--- src/rtl/dmem_mmio_if.sv ---
// Data-port bundle between the core and dmem_mmio.
// The core drives the master side; the memory subsystem is the slave.
interface dmem_mmio_if;
   logic        memwrite;
   logic [31:0] addr;
   logic [31:0] writedata;
   logic [31:0] readdata;

   modport master (
      output memwrite,
      output addr,
      output writedata,
      input  readdata
   );

   modport slave (
      input  memwrite,
      input  addr,
      input  writedata,
      output readdata
   );
endinterface

--- src/rtl/dmem_mmio.sv ---
// Data RAM plus LED/switch/timer MMIO page for the single-cycle core.
// Define DMEM_MMIO_TIMER_EN to build the compare-match timer and irq.
module dmem_mmio #(
   parameter int RAM_WORDS = 64,
   parameter int IO_W      = 16
) (
   input  logic            clk,
   input  logic            reset,
   dmem_mmio_if.slave      bus,
   input  logic [IO_W-1:0] switches,
   output logic [IO_W-1:0] leds,
   output logic            irq
);
   localparam int AW = $clog2(RAM_WORDS);

   localparam logic [31:0] A_LED = 32'h0000_FF00;
   localparam logic [31:0] A_SW  = 32'h0000_FF04;
`ifdef DMEM_MMIO_TIMER_EN
   localparam logic [31:0] A_TCNT = 32'h0000_FF08;
   localparam logic [31:0] A_TCMP = 32'h0000_FF0C;
   localparam logic [31:0] A_TCTL = 32'h0000_FF10;
   localparam logic [31:0] A_TSTA = 32'h0000_FF14;
`endif

   logic [31:0]     ram_q [RAM_WORDS];
   logic [IO_W-1:0] leds_q, leds_d;
   logic [IO_W-1:0] sync1_q, sync2_q;

   logic [31:0]   word_a;
   logic [AW-1:0] ram_idx;
   logic          ram_hit;
   logic          we;
   logic          sel_led, sel_sw;
   logic          unused_lsb;

   assign word_a     = {bus.addr[31:2], 2'b00};
   assign ram_idx    = bus.addr[AW+1:2];
   assign ram_hit    = (bus.addr[31:AW+2] == '0);
   assign sel_led    = (word_a == A_LED);
   assign sel_sw     = (word_a == A_SW);
   assign unused_lsb = ^bus.addr[1:0];

   // Writes issued in a reset cycle are dropped, RAM included.
   assign we = bus.memwrite & ~reset;

   always_ff @(posedge clk) begin
      if (we && ram_hit) begin
         ram_q[ram_idx] <= bus.writedata;
      end
   end

   always_comb begin
      leds_d = leds_q;
      if (we && sel_led) begin
         leds_d = bus.writedata[IO_W-1:0];
      end
   end

   always_ff @(posedge clk) begin
      if (reset) begin
         leds_q  <= '0;
         sync1_q <= '0;
         sync2_q <= '0;
      end else begin
         leds_q  <= leds_d;
         sync1_q <= switches;
         sync2_q <= sync1_q;
      end
   end

   assign leds = leds_q;

`ifdef DMEM_MMIO_TIMER_EN
   logic [31:0] tcnt_q, tcnt_d;
   logic [31:0] tcmp_q, tcmp_d;
   logic        en_q, en_d;
   logic        ie_q, ie_d;
   logic        flag_q, flag_d;
   logic        irq_q, irq_d;
   logic        match;
   logic        sel_tcnt, sel_tcmp, sel_tctl, sel_tsta;

   assign sel_tcnt = (word_a == A_TCNT);
   assign sel_tcmp = (word_a == A_TCMP);
   assign sel_tctl = (word_a == A_TCTL);
   assign sel_tsta = (word_a == A_TSTA);
   assign match    = en_q && (tcnt_q == tcmp_q);

   always_comb begin
      tcnt_d = tcnt_q;
      tcmp_d = tcmp_q;
      en_d   = en_q;
      ie_d   = ie_q;
      flag_d = flag_q;
      if (en_q) begin
         tcnt_d = match ? 32'd0 : tcnt_q + 32'd1;
      end
      if (we && sel_tcnt) tcnt_d = bus.writedata;
      if (we && sel_tcmp) tcmp_d = bus.writedata;
      if (we && sel_tctl) begin
         en_d = bus.writedata[0];
         ie_d = bus.writedata[1];
      end
      if (we && sel_tsta && bus.writedata[0]) begin
         flag_d = 1'b0;
      end
      // A match in the clear cycle keeps the flag set.
      if (match) flag_d = 1'b1;
      irq_d = flag_q & ie_q;
   end

   always_ff @(posedge clk) begin
      if (reset) begin
         tcnt_q <= '0;
         tcmp_q <= '1;
         en_q   <= 1'b0;
         ie_q   <= 1'b0;
         flag_q <= 1'b0;
         irq_q  <= 1'b0;
      end else begin
         tcnt_q <= tcnt_d;
         tcmp_q <= tcmp_d;
         en_q   <= en_d;
         ie_q   <= ie_d;
         flag_q <= flag_d;
         irq_q  <= irq_d;
      end
   end

   assign irq = irq_q;
`else
   assign irq = 1'b0;
`endif

   logic [31:0] led_ext, sw_ext;

   always_comb begin
      led_ext = '0;
      sw_ext  = '0;
      led_ext[IO_W-1:0] = leds_q;
      sw_ext[IO_W-1:0]  = sync2_q;
   end

   always_comb begin
      bus.readdata = '0;
      unique case (1'b1)
         ram_hit:  bus.readdata = ram_q[ram_idx];
         sel_led:  bus.readdata = led_ext;
         sel_sw:   bus.readdata = sw_ext;
`ifdef DMEM_MMIO_TIMER_EN
         sel_tcnt: bus.readdata = tcnt_q;
         sel_tcmp: bus.readdata = tcmp_q;
         sel_tctl: bus.readdata = {30'd0, ie_q, en_q};
         sel_tsta: bus.readdata = {31'd0, flag_q};
`endif
         default:  bus.readdata = '0;
      endcase
   end
endmodule

--- src/flat_wrapper.sv ---
// flat-port wrapper written by rule: the top's interface ports become plain ports
module dmem_mmio_flat 
#(
   parameter int RAM_WORDS = 64,
   parameter int IO_W      = 16
)
  (clk, reset, switches, leds, irq, bus_memwrite, bus_addr, bus_writedata, bus_readdata);
  dmem_mmio_if bus_i ();
  input  logic clk;
  input  logic reset;
  input  logic [IO_W-1:0] switches;
  output logic [IO_W-1:0] leds;
  output logic irq;
  input wire logic [$bits(bus_i.memwrite)-1:0] bus_memwrite;
  input wire logic [$bits(bus_i.addr)-1:0] bus_addr;
  input wire logic [$bits(bus_i.writedata)-1:0] bus_writedata;
  output wire logic [$bits(bus_i.readdata)-1:0] bus_readdata;
  assign bus_i.memwrite = bus_memwrite;
  assign bus_i.addr = bus_addr;
  assign bus_i.writedata = bus_writedata;
  assign bus_readdata = bus_i.readdata;
  dmem_mmio #(.RAM_WORDS(RAM_WORDS), .IO_W(IO_W)) u_core (.clk(clk), .reset(reset), .bus(bus_i), .switches(switches), .leds(leds), .irq(irq));
endmodule
--- config.mk ---
export PLATFORM = sky130hd
export DESIGN_NAME = dmem_mmio_flat
export DESIGN_NICKNAME = d
export VERILOG_FILES = /design/src/rtl/dmem_mmio_if.sv /design/src/rtl/dmem_mmio.sv /design/src/flat_wrapper.sv
export SDC_FILE = /design/constraint.sdc
export NUM_CORES = 2
export LEC_CHECK = 0
export ABC_AREA = 1
export ABC_CLOCK_PERIOD_IN_PS = 5700
export BUFFER_PORTS_ARGS = -buffer_cell sky130_fd_sc_hd__buf_4
export CAP_MARGIN = 10
export CELL_PAD_IN_SITES_DETAIL_PLACEMENT = 0
export CELL_PAD_IN_SITES_GLOBAL_PLACEMENT = 2
export CORE_UTILIZATION = 46
export CTS_CLUSTER_SIZE = 16
export DETAILED_ROUTE_END_ITERATION = 6
export PLACE_DENSITY_LB_ADDON = 0.1
export SYNTH_ARGS = -nofsm -noshare
export SYNTH_HDL_FRONTEND = slang
export SYNTH_SLANG_ARGS = --single-unit
--- constraint.sdc ---
create_clock -name clk -period 5.7 [get_ports clk]
set_input_delay 0.855 -clock clk [delete_from_list [all_inputs] [get_ports clk]]
set_output_delay 0.855 -clock clk [all_outputs]
set_load 0.1 [all_outputs]
==> flow_summary.yaml <==
run_status:
  status: "finished clean"
power:
  finalPower_w: 0.0325
  p_leak_nw: 37.6
  powerDensity_nw_per_um2: 333
  peakVddDrop_v: 0.000354
critical_path:
  critPathSlowestCell: "nor2_4"
  reg2reg_slack_ns: 5.07
  cp.arrival_ns: 3.94
  cp.required_ns: 4.85
  crit_path_start_kind: "input port"
  cp_max_fo: 78
  path_class: "input port to output pin"
  crit-reg2reg-launch: "u_core.leds[5]$_SDFFE_PP0P_"
  crit_chain: "buf_8, inv_8, nor2_4, buf_12, nand2_1, nand2_1, nand3b_1, nand3_1, nand2_1, nand2_1, nand2_1, nor2_1, nor2_1, buf_4"
  reg2reg_depth: 2
  r2r-end: "u_core.leds[5]$_SDFFE_PP0P_"
  slowest_delay_ns: 0.63
  cp-end-kind: "output pin"
  cp_common_cell: "nand2_1"
clocking:
  cts_tree: "yes"
  clockRootBuffer: "clkbuf_16"
  path_clk_slew_ns: 0.06
  clockBufferDepth: 3
  worstSkewPairLatency_ns: 0.84
  cts_resized: 0
  htreeDepth: 4
  numCtsBuffers: 218
  clock_sinks: 2096
  post-cts-setup-buffers: 0
  cts_hold_buf: 0
yosys:
  synth_area_um2: 85600
  synth_nets: 7843
  synthCells: 7760
  synth_edf_count: 2048
  ys_types: 28
  yosysMostFrequentCell: "nand2_1"
  synth_async_sr_flop_share_pct: 0
  synth_commonest_cells: "nand2_1 (2,965), edfxtp_1 (2,048), inv_1 (641)"
  synth_ff_type: "edfxtp_1"
  yosysTopAreaCell: "edfxtp_1"
  ys_seq_area_share_pct: 73.0
  syn_avg_cell_area_um2: 11.0
  ys_ff_latch: 2096
  synthTopCellsByArea: "edfxtp_1 (72%), nand2_1 (13%), nand3_1 (3.3%)"
  netlist.area_leader.share_pct: 71.8
  ys_warn_count: 0
drt:
  detail-route-antenna-nets: 0
  drc_errors: 0
  wl_mm: 247
  wire_per_inst_um: 23.4
  vias: 55600
  viasPerCell: 5.27
  drtPass1Iterations: 6
  drtIter0Drc: 4816
layout:
  syn_to_final_growth_pct: 14.0
  multiInputGateArea_um2: 19600
  nFillCells: 15900
  finalNetCount: 7973
  stdcell_count: 10500
  register_area_um2: 62500
  drive_gt1_share_pct: 8.48
run:
  drv_cap: 0
floorplan:
  die_w_um: 433
  coreArea_um2: 184000
  pin_count: 132
  fp.dieH_um: 433
  core.rowCount: 157
  start_util_pct: 46.6
  die_area_um2: 188000
hold_path:
  hp-class: "input port to flop"
  hold_depth: 3
  min_to: "u_core.sync1_q[7]$_SDFF_PP0_"
  hp-start: "switches[7]"
sta:
  min_period_over_period_pct: 84.1
  rsz0062_at_grt: "false"
  setup_ws_ns: 0.908
  hold_slack_ns: 0.211
  fin_tns_setup_ns: 0
  fin_crit_ns: 4.79
  worst_clock_skew_ns: 0.00564
  max_slew.worst_pin.slew_ns: 1.09
  finalSetupViolations: 0
  maxSlewViolCount: 0
  hold_viol: 0
  max_slew_margin_pct: 27.2
  fmax_mhz: 209
global_routing:
  track_usage_pct: 26.3
  grt_pass1_wl_mm: 358
  gr-total-overflow: 0
  grt_max_degree: 167
  antenna_found_initial: 13
  grt_pass1_vias: 51800
placed_design:
  pre_cts_slack_ns: 0.956
  post-dp-hpwl_mm: 132
  place_inst: 10100
  portBuffers: 128
  place_congestion: 0.798
[state kept, by name, indices dropped and copies added, names as in the netlist]
| register | flops |
|---|---|
| u_core.ram_q | 2048 |
| u_core.leds | 16 |
| u_core.sync1_q | 16 |
| u_core.sync2_q | 16 |
[placed cells by master (no fill, tap or decap), drive strengths merged]
cell type / count
nand2: 2966
edfxtp: 2048
inv: 648
nand3: 559
nor2: 475
buf: 313
clkbuf: 275
o21ai: 259
a21oi: 205
clkinv: 106
nand4: 74
dfxtp: 48
o211ai: 40
nand3b: 28
bufinv: 17
diode: 10
clkinvlp: 4
nor4: 3
or2: 2
nor3: 2
and2: 1
conb: 1
[power breakdown]
group	total [W]	switching, W	internal [W]
Sequential	0.0169	0.00000274	0.0169
Combinational	0.00181	0.00137	0.000435
Clock	0.0137	0.00586	0.00788
Total	0.0325	0.00724	0.0252
[worst max-delay path, delay by kind of cell]
kind | cells | cell delay, ns
buffers and inverters | 4 | 1.15
AND/OR/NAND/NOR | 10 | 1.79
[cell families (layout without fill, tap and decap cells)]
| logic type | after synthesis | after routing | synth area share [%] |
|---|---|---|---|
| flops | 2096 | 2096 | 73.0 |
| buf+inv | 1049 | 1363 | 4.70 |
| compound gates | 504 | 504 | 3.06 |
| other cells | 1 | 11 | 0.00438 |
| simple gates | 4110 | 4110 | 19.3 |
[metal layers]
| layer | track usage (%) | vias up | wire length [µm] |
|---|---|---|---|
| li1 | - | 26200 | - |
| met4 | 6.76 | 2 | 5730 |
| met1 | 37.7 | 27500 | 110000 |
| met3 | 3.91 | 336 | 15100 |
| met5 | 0 | - | 13 |
| met2 | 41.9 | 1567 | 116000 |
[stage by stage]
step           utilization, %  cell area [µm²]
6_report                 53.1            97600
3_3_place_gp             49.3            90700
3_5_place_dp             49.3            90700
2_1_floorplan               -            85600
4_1_cts                  53.1            97600
5_1_grt                  53.1            97600
[how the worst max path moves through the flow]
| stage | startpoint | depth (start not counted) | slack, ns | endpoint |
|---|---|---|---|---|
| floorplan | bus_addr[3] | 14 | 1.29 | bus_readdata[26] |
| global placement | bus_addr[2] | 15 | 0.97 | bus_readdata[13] |
| detailed placement | bus_addr[3] | 12 | 0.96 | bus_readdata[23] |
| CTS | bus_addr[2] | 14 | 0.96 | bus_readdata[23] |
| global route | bus_addr[3] | 12 | 0.81 | bus_readdata[20] |
| finish | bus_addr[2] | 14 | 0.91 | bus_readdata[23] |
[final cells by class]
type / instances / area share [%]
inverters: 646 / 2.51
repair buffers: 313 / 3.17
multi-input cells: 4615 / 20.1
clock inverters: 129 / 1.08
clock buffers: 275 / 5.92
flip-flops and latches: 2096 / 64.0
diodes: 10 / 0.0256
well taps: 2464 / 3.16
(Power assumes the default switching activity.)
